**src/rtl/z_buf_pkg.sv**
```systemverilog
// Shared definitions for the Z slice buffer.
//   MODE_MANUAL / MODE_AUTO : encoding of the mode input
//   seq_state_e             : auto-mode sequencer states
//   idx_w()                 : width of an index over n items (at least 1 bit)
package z_buf_pkg;

  localparam logic MODE_MANUAL = 1'b0;
  localparam logic MODE_AUTO   = 1'b1;

  typedef enum logic {
    ST_EMPTY = 1'b0,
    ST_DRAIN = 1'b1
  } seq_state_e;

  function automatic int idx_w(input int n);
    return (n > 1) ? $clog2(n) : 1;
  endfunction

endpackage

```
**src/rtl/z_slice_mux.sv**
```systemverilog
// Selects one BUS_W-wide slice out of a BUS_W*SLICES entry.
//   entry : wide entry, slice 0 = bits BUS_W-1:0
//   idx   : slice index
//   en    : output is forced to 0 when low
//   slice : selected slice, 0 when disabled or idx >= SLICES
module z_slice_mux
  import z_buf_pkg::*;
#(
  parameter  int BUS_W  = 32,
  parameter  int SLICES = 2,
  localparam int SEL_W  = idx_w(SLICES)
) (
  input  logic [BUS_W*SLICES-1:0] entry,
  input  logic [SEL_W-1:0]        idx,
  input  logic                    en,
  output logic [BUS_W-1:0]        slice
);

  // NOTE: every always_comb output gets a default before any branch, so no
  // path through the block leaves it unassigned and no latch is inferred.
  always_comb begin
    slice = '0;
    if (en) begin
      for (int i = 0; i < SLICES; i++) begin
        // Indices with no matching slice fall through to the zero default.
        if (idx == SEL_W'(i)) slice = entry[i*BUS_W +: BUS_W];
      end
    end
  end

endmodule

```
**src/rtl/z_slice_buf.sv**
```systemverilog
// Z result queue: captures wide ALU results and returns them one bus-wide
// slice at a time, either under explicit control (manual) or through a
// valid/ready handshake that drains slices low-to-high (auto).
//   clk, clr           : clock (rising edge), async active-low reset
//   D, ZIn             : wide write data and write strobe
//   mode               : 0 manual, 1 auto
//   sel_out, slice_sel : manual read enable and slice index
//   pop                : manual release of the head entry
//   z_ready            : auto-mode consumer acceptance
//   ovf_clr            : clears the sticky overflow flag
//   Z, z_valid, z_last : slice output, valid, last slice of entry (auto)
//   wr_ready, count    : queue not full, occupied entries
//   ovf                : sticky dropped-write flag
module z_slice_buf
  import z_buf_pkg::*;
#(
  parameter  int BUS_W   = 32,
  parameter  int SLICES  = 2,
  parameter  int DEPTH   = 2,
  localparam int ENTRY_W = BUS_W * SLICES,
  localparam int SEL_W   = idx_w(SLICES),
  localparam int PTR_W   = idx_w(DEPTH),
  localparam int CNT_W   = $clog2(DEPTH) + 1
) (
  input  logic               clk,
  input  logic               clr,
  input  logic [ENTRY_W-1:0] D,
  input  logic               ZIn,
  input  logic               mode,
  input  logic               sel_out,
  input  logic [SEL_W-1:0]   slice_sel,
  input  logic               pop,
  input  logic               z_ready,
  input  logic               ovf_clr,
  output logic [BUS_W-1:0]   Z,
  output logic               z_valid,
  output logic               z_last,
  output logic               wr_ready,
  output logic [CNT_W-1:0]   count,
  output logic               ovf
);

  logic [ENTRY_W-1:0] mem [DEPTH];
  logic [PTR_W-1:0]   wr_ptr, rd_ptr;
  logic [CNT_W-1:0]   count_q, count_nxt;
  logic [SEL_W-1:0]   slice_idx, slice_idx_nxt;
  seq_state_e         state, state_nxt;
  logic               ovf_q;

  logic               is_empty, is_full, is_auto, at_last;
  logic               rd_en, do_rel, do_wr, drop;
  logic [SEL_W-1:0]   rd_idx;

  assign is_empty = (count_q == '0);
  assign is_full  = (count_q == CNT_W'(DEPTH));
  assign is_auto  = (mode == MODE_AUTO);
  assign at_last  = (slice_idx == SEL_W'(SLICES - 1));

  // Read control, release/write decisions and sequencer next state.
  always_comb begin
    rd_en         = 1'b0;
    rd_idx        = '0;
    z_last        = 1'b0;
    do_rel        = 1'b0;
    count_nxt     = count_q;
    slice_idx_nxt = '0;
    state_nxt     = state;

    if (is_auto) begin
      rd_en  = (state == ST_DRAIN);
      rd_idx = slice_idx;
      z_last = rd_en & at_last;
      do_rel = rd_en & z_ready & at_last;
      // Back-pressure holds the slice; a handshake advances or wraps it.
      slice_idx_nxt = slice_idx;
      if (rd_en && z_ready) slice_idx_nxt = at_last ? '0 : slice_idx + SEL_W'(1);
    end else begin
      // Manual mode restarts any partial auto drain at slice 0.
      rd_en  = sel_out & ~is_empty;
      rd_idx = slice_sel;
      do_rel = pop & ~is_empty;
    end

    // A full queue still accepts a write when the head leaves on the same edge.
    do_wr = ZIn & (~is_full | do_rel);
    drop  = ZIn & ~do_wr;

    case ({do_wr, do_rel})
      2'b10:   count_nxt = count_q + CNT_W'(1);
      2'b01:   count_nxt = count_q - CNT_W'(1);
      default: count_nxt = count_q;
    endcase

    state_nxt = (count_nxt != '0) ? ST_DRAIN : ST_EMPTY;
  end

  // NOTE: sequential state uses non-blocking assignments only, so every
  // register samples the pre-edge values regardless of statement order.
  // NOTE: the storage array is reset too, so a reset mid-drain leaves no
  // stale data that a later pointer wrap could expose.
  always_ff @(posedge clk or negedge clr) begin
    if (!clr) begin
      for (int i = 0; i < DEPTH; i++) mem[i] <= '0;
      wr_ptr    <= '0;
      rd_ptr    <= '0;
      count_q   <= '0;
      slice_idx <= '0;
      state     <= ST_EMPTY;
      ovf_q     <= 1'b0;
    end else begin
      if (do_wr) begin
        mem[wr_ptr] <= D;
        wr_ptr      <= wr_ptr + PTR_W'(1);
      end
      if (do_rel) rd_ptr <= rd_ptr + PTR_W'(1);
      count_q   <= count_nxt;
      slice_idx <= slice_idx_nxt;
      state     <= state_nxt;
      // A drop on the same edge as a clear leaves the flag set.
      if (drop)         ovf_q <= 1'b1;
      else if (ovf_clr) ovf_q <= 1'b0;
    end
  end

  z_slice_mux #(
    .BUS_W  (BUS_W),
    .SLICES (SLICES)
  ) u_mux (
    .entry (mem[rd_ptr]),
    .idx   (rd_idx),
    .en    (rd_en),
    .slice (Z)
  );

  assign z_valid  = rd_en;
  assign wr_ready = ~is_full;
  assign count    = count_q;
  assign ovf      = ovf_q;

endmodule

```
**config.mk**
```make
export PLATFORM = sky130hd
export DESIGN_NAME = z_slice_buf
export DESIGN_NICKNAME = d
export VERILOG_FILES = /design/src/rtl/z_buf_pkg.sv /design/src/rtl/z_slice_mux.sv /design/src/rtl/z_slice_buf.sv
export SDC_FILE = /design/constraint.sdc
export NUM_CORES = 1
export LEC_CHECK = 0
export ABC_AREA = 1
export CAP_MARGIN = 10
export CORE_MARGIN = 3
export CORE_UTILIZATION = 31
export CTS_CLUSTER_SIZE = 8
export DETAILED_ROUTE_END_ITERATION = 7
export GPL_ROUTABILITY_DRIVEN = 0
export PLACE_DENSITY = 0.48
export REMOVE_ABC_BUFFERS = 1
export SLEW_MARGIN = 20
export SYNTH_ARGS = -nofsm -noshare
export SYNTH_HDL_FRONTEND = slang
export SYNTH_HIERARCHICAL = 1
export SYNTH_SLANG_ARGS = --single-unit
```
**constraint.sdc**
```tcl
create_clock -name clk -period 3.35 [get_ports clk]
set_clock_uncertainty 0.05 [all_clocks]
set_input_delay 0.335 -clock clk [delete_from_list [all_inputs] [get_ports clk]]
set_output_delay 0.335 -clock clk [all_outputs]
set_load 0.01 [all_outputs]
```
# [Word level (Yosys, flattened, before mapping)]
# Index checks and enable logic that the tools add are counted.
# Widths: inputs -> output; s select.
[totals] ff_bits=135 in_bits=73 output_inout_bits=38 wordCells=57
[classes] add_sub_neg=5 n_lt_le_gt_ge=3 eq_ne=4 n_mux=19 bitwise=13 n_reduce_logical=5
[ops] operator="$mux 64" count=4
[ops] operator="$bwmux 128" count=1
[ops] operator="$demux 64 s1" count=1
[ops] operator="$mux 32" count=2
[ops] operator="$mux 1" count=10
[ops] operator="$and 1x1->1" count=7
[ops] operator="$eq 2x2->1 const B" count=2
[ops] operator="$ge 2x2->1 const B" count=2
[ops] operator="$not 1->2" count=2
[ops] operator="$pmux 2 s2" count=1
[ops] operator="$reduce_bool 2->1" count=2
[ops] operator="$add 1x1->1 const B" count=3
[ops] operator="$not 1->1" count=3
[ops] operator="$add 2x1->2 const B" count=1
[ops] operator="$eq 2x1->1 const B" count=1
[ops] operator="$logic_and 1x1->1" count=2
[ops] operator="$logic_not 2->1" count=1
[ops] operator="$lt 2x1->1 const B" count=1
[ops] operator="$ne 2x1->1 const B" count=1
[ops] operator="$sub 2x1->2 const B" count=1
[ops] operator="$or 1x1->1" count=1

# [Longest topological paths before layout]
[logic_depth] ltp_word=10 ltp_mapped=12 ltp_nobuf=11

# [Cells and area by module]
# Netlist, hierarchy kept.
[by_module_without_submodules] mod="z_slice_buf" instances=1 cells_each=689 area_each_um2=6363.6 seq_area_each_um2=3378.2
[by_module_without_submodules] mod="z_slice_mux" instances=1 cells_each=170 area_each_um2=694.4 seq_area_each_um2=0.0

# [Worst setup path before layout]
# Ideal clock, no wire load.
[synth_timing] path_type="reg-to-reg" start="register count_q[0], in the netlist count[0]" end="register state" arrival_ns=1.766 path_slack_ns=1.469 stages_incl_launch_ff=13 path_buffers=1 period_less_slack_ns=1.881 cell_sequence="dfrtp_1 inv_2 nand2_1 nand2_1 nand3_2 buf_2 nand2_1 ha_1 or2_2 nand2_1 xor2_1 inv_1 nand2_1"
[synth_between] elab_chain_len=10 word_cells_on_any_way=15
[synth_rtl] element="start: declaration" line_no="z_slice_buf.sv:45" source="logic [CNT_W-1:0] count_q, count_nxt;"
[synth_rtl] element="start signal: assignment" line_no="z_slice_buf.sv:116" source="count_q <= count_nxt;"
[synth_rtl] element="$logic_not 2->1" line_no="z_slice_buf.sv:54" source="assign is_empty = (count_q == '0);"
[synth_rtl] element="$not 1->1" line_no="z_slice_buf.sv:81" source="do_rel = pop & ~is_empty;"
[synth_rtl] element="$and 1x1->1" line_no="z_slice_buf.sv:81"
[synth_rtl] element="$mux 1" line_no="z_slice_buf.sv:69" source="if (is_auto) begin"
[synth_rtl] element="$or 1x1->1" line_no="z_slice_buf.sv:85" source="do_wr = ZIn & (~is_full | do_rel);"
[synth_rtl] element="$and 1x1->1" line_no="z_slice_buf.sv:85"
[synth_rtl] element="$eq 2x1->1 / $eq 2x2->1 (equally long branches)" line_no="z_slice_buf.sv:88" source="case ({do_wr, do_rel})"
[synth_rtl] element="$pmux 2 s2 (*)" line_no="z_slice_buf.sv:88"
[synth_rtl] element="named net count_nxt[1]" line_no="z_slice_buf.sv:45"
[synth_rtl] element="$reduce_bool 2->1 (*)" line_no="z_slice_buf.sv:94" source="state_nxt = (count_nxt != '0) ? ST_DRAIN : ST_EMPTY;"
[synth_rtl] element="$mux 1 (*)" line_no="z_slice_buf.sv:94"
[synth_rtl] element="named net state_nxt" line_no="z_slice_buf.sv:47" source="seq_state_e state, state_nxt;"
[synth_rtl] element="end signal: assignment" line_no="z_slice_buf.sv:118" source="state <= state_nxt;"
[synth_rtl] element="end: declaration" line_no="z_slice_buf.sv:47"
# The timed path passes the listed nets; every way through them passes the cells marked *.
# A chain may end at the register's enable or synchronous reset.

# [Worst setup path in the final report]
[layout_timing] start="register rd_ptr" end="output port Z[17]"
[layout_between] elab_chain_len=6
[layout_rtl] element="start: declaration" line_no="z_slice_buf.sv:44" source="logic [PTR_W-1:0] wr_ptr, rd_ptr;"
[layout_rtl] element="start signal: assignment" line_no="z_slice_buf.sv:115" source="if (do_rel) rd_ptr <= rd_ptr + PTR_W'(1);"
[layout_rtl] element="$not 1->2 (not written as such)" line_no="z_slice_buf.sv:129" source=".entry (mem[rd_ptr]),"
[layout_rtl] element="$mux 64 (not written as such) (3 in a row)" line_no="z_slice_buf.sv:129"
[layout_rtl] element="$mux 32" line_no="z_slice_mux.sv:26" source="if (idx == SEL_W'(i)) slice = entry[i*BUS_W +: BUS_W];"
[layout_rtl] element="$mux 32" line_no="z_slice_mux.sv:23" source="if (en) begin"
[layout_rtl] element="end: declaration" line_no="z_slice_buf.sv:35" source="output logic [BUS_W-1:0] Z,"
# No other way between the ends. The select of a mux whose other input is x is not followed.

==> results.toml <==
[outcome]
status = "finished, final reports clean"

[pwr]
power_leakage_nw = 4.44
power.ir.vdd_worst_mv = 0.447
p_per_area_mw_per_mm2 = 959

[sta]
grt_setup_unrepaired = "false"
timing.final.crit_share = 0.885
maxSlewViolCount = 0
worst_slew_margin_rel = 0.403
min_period_ns = 2.96
actual_slew_at_the_worst_max_slew_pin_ns = 0.895
report.final.hold_viol_count = 0
final_critical_path_setup_slack_ns = 0.386
report.final.setup_viol = 0
maxClockFrequency_mhz = 337
hold_ws_ns = 0.381

[drt]
detail_route.wirelength_mm = 20.3
wl_met1_mm = 9.70
met3_length_um = 867
drc_errors = 0
drt-initial-drc-count = 383
dr.pass1.iters = 4
topRoutingLayerUsed = "met4"
post_drt_via_cell_ratio = 4.91
antenna_violating_nets_post_route = 0
routed-wl-met2_mm = 9.59
vias = 5998
post_drt_wl_per_cell_um = 16.7

[worst_setup_path]
path_buf_inv = 3
critical_path_arrival_ns = 2.58
type_of_the_worst_setup_path = "reg -> out"
crit_path_top_delay_cell = "sky130_fd_sc_hd__dfrtp_4"
worstPathCellList = "buf_12 > mux2_2 > inv_1 > nand2_1 > nand2_1 > nor2_1 > clkdlybuf4s50_1"
path_common_cell = "sky130_fd_sc_hd__nand2_1"
critPathTopFamily = "buffers and inverters"
stage_delay_of_the_slowest_cell_on_the_critical_path_ns = 0.79
worstPathMaxFanout = 35
endpoint_kind = "output port"
crit_path_start_kind = "flop"
timing.critical_path.required_ns = 2.96

[clock_tree]
cts_post_setup_buffers_inserted = 0
cts_inserted_buffers = 17
sink_count = 135
htree_num_levels = 4
cts-root-to-sink-buffers = 2
cts_tree = "done"
clkTransAtPathRegs_ns = 0.06
worst_skew_pair.late_latency_ns = 0.42
cts_root_buf = "sky130_fd_sc_hd__clkbuf_16"

[floorplan]
die_w_um = 157
initial_util = 0.319
floorplan.rows = 54
coreArea_sq_mm = 0.0221
num_io_pins = 111
die-area_sq_mm = 0.0246
dieHeight_um = 157

[global_route]
overflow = 0
grt_first_pass_wirelength_mm = 33.0
grt_pass1_vias = 6043
grt_util_all_layers = 0.170
largest_net_degree_at_the_start_of_global_routing = 87
number_of_antenna_violations_at_the_first_check_in_global_routing = 0

[yosys]
post_synth_fa_ha_maj_area_fraction = 0.00177
synth.mux.area_fraction = 0.102
yosys.area_share.simple = 0.331
synth_compound_area_frac = 0.00372
synth_cells = 859
synth_top_family_by_area = "simple AND/OR/NAND/NOR gates"
yosysWarnings = 6
mappedNetlistArea_sq_mm = 0.00706
netlist.area_leader.share = 0.479
post_synth_xor_area_fraction = 0.00372
most_area_hungry_cell_type_in_the_yosys_netlist = "sky130_fd_sc_hd__dfrtp_1"
synth-seq-cells = 135
post_synth.cell_area_avg_sq_um = 8.22
synthTopCellsByArea = "sky130_fd_sc_hd__dfrtp_1 (48%), sky130_fd_sc_hd__nand2_1 (18%), sky130_fd_sc_hd__nand4_1 (11%)"
synth_sequential_area_ratio = 0.479
count_of_cell_types_in_the_netlist = 21

[cells_and_area]
finalNetCount = 1002
layout.cells.most_common = "sky130_fd_sc_hd__nand2_1"
final.fill_count = 2275
mostFrequentLayoutCells = "sky130_fd_sc_hd__nand2_1 (332), sky130_fd_sc_hd__dfrtp_1 (133), sky130_fd_sc_hd__nand4_1 (128), sky130_fd_sc_hd__clkdlybuf4s50_1 (108), sky130_fd_sc_hd__nor2_1 (67)"
drive_above_1_share = 0.124
insertedDiodeCount = 0
layout-area-overhead-vs-synth_pct = 27.5

[worst_hold_path]
hold_class = "in -> async"

[run]
max_cap_violations = 0

[place]
placement.setup.worst_slack_ns = 0.253
portBuffers = 110
dp.final_hpwl_mm = 11.6
==> Yosys cell counts (all sizes together) <==
cell type  number
nand2         333
dfrtp         135
nand4         128
nor2           67
mux2           64
buf            50
inv            45
clkbuf         23
nand3           4
a21oi           2
o21ai           2
xor2            2
ha              1
o22ai           1
or2             1
xnor2           1
==> worst paths after layout <==
path / start / endpoint / slack, ns / cells past startpoint
max: rd_ptr / Z[17] / 0.39 / 7
min: clr / mem[48] / 0.38 / 2
max reg2reg: count[0] / mem[69] / 1.37 / 7
min reg2reg: mem[29] / mem[29] / 0.41 / 2
max in group asynchronous: clr / rd_ptr / 2.01 / 3
min in group clk: ZIn / mem[53] / 0.38 / 3
==> power by group <==
group | total [W] | switching [W] | internal [W] | leakage, nW
clock | 0.00208 | 0.000703 | 0.00138 | 0.321
sequential | 0.00292 | 0.000512 | 0.00241 | 1.67
combinational | 0.00363 | 0.00200 | 0.00163 | 2.44
==> final cells by class <==
cell class	instances	area, sq um	share of cell area
clock buffer	23	478	0.0531
clock inverter	9	170	0.0189
inverter	45	169	0.0188
multi-input combinational	606	3170	0.352
sequential	135	3380	0.376
tap	280	350	0.0389
timing repair buffer	123	1280	0.143
==> routing by layer <==
metal | vias up | global-route usage
li1 | 2970 | -
met1 | 2890 | 0.233
met2 | 123 | 0.279
met3 | 15 | 0.0335
met4 | 0 | 0.0409
met5 | - | 0
==> cell families after synthesis <==
logic type / count (synthesis)
flip-flops: 135
XOR/XNOR: 3
buffers and inverters: 118
multiplexers: 64
AND/OR/NAND/NOR: 533
AO/OA/AOI/OAI: 5
adder cells (fa/ha/maj): 1
==> state kept, by name, indices dropped and copies added (netlist names) <==
register / flops
mem: 128
count: 2
at_last: 1
ovf: 1
rd_ptr: 1
state: 1
wr_ptr: 1
==> through the flow <==
step / power [W] / area, sq um / cells / TNS, ns / util
global placement: 0.00658 / 8310 / 1187 / 0 / 0.376
detailed placement: 0.00660 / 8310 / 1187 / 0 / 0.376
finish: 0.00863 / 9000 / 1221 / 0 / 0.407
global route: 0.00933 / 9000 / 1221 / 0 / 0.407
floorplan: 0.00516 / 6670 / 786 / -53.59 / -
CTS: 0.00872 / 8970 / 1220 / 0 / 0.406
==> worst reg2reg max path, cell delays in order, from the launching register on <==
cell and delay (ns):
sky130_fd_sc_hd__dfrtp_1 0.45, sky130_fd_sc_hd__inv_2 0.04, sky130_fd_sc_hd__nand2_1 0.08, sky130_fd_sc_hd__nand2_1 0.11, sky130_fd_sc_hd__nand3_4 0.14, sky130_fd_sc_hd__buf_4 0.72, sky130_fd_sc_hd__nand4_1 0.20, sky130_fd_sc_hd__nand2_1 0.12
==> repair_timing <==
action                                 in CTS  in global routing
endpoints found under the hold margin      58                  0
gates resized for setup                     0                  0
hold buffers                                1                  0
Power figures use the tool's default switching activity.
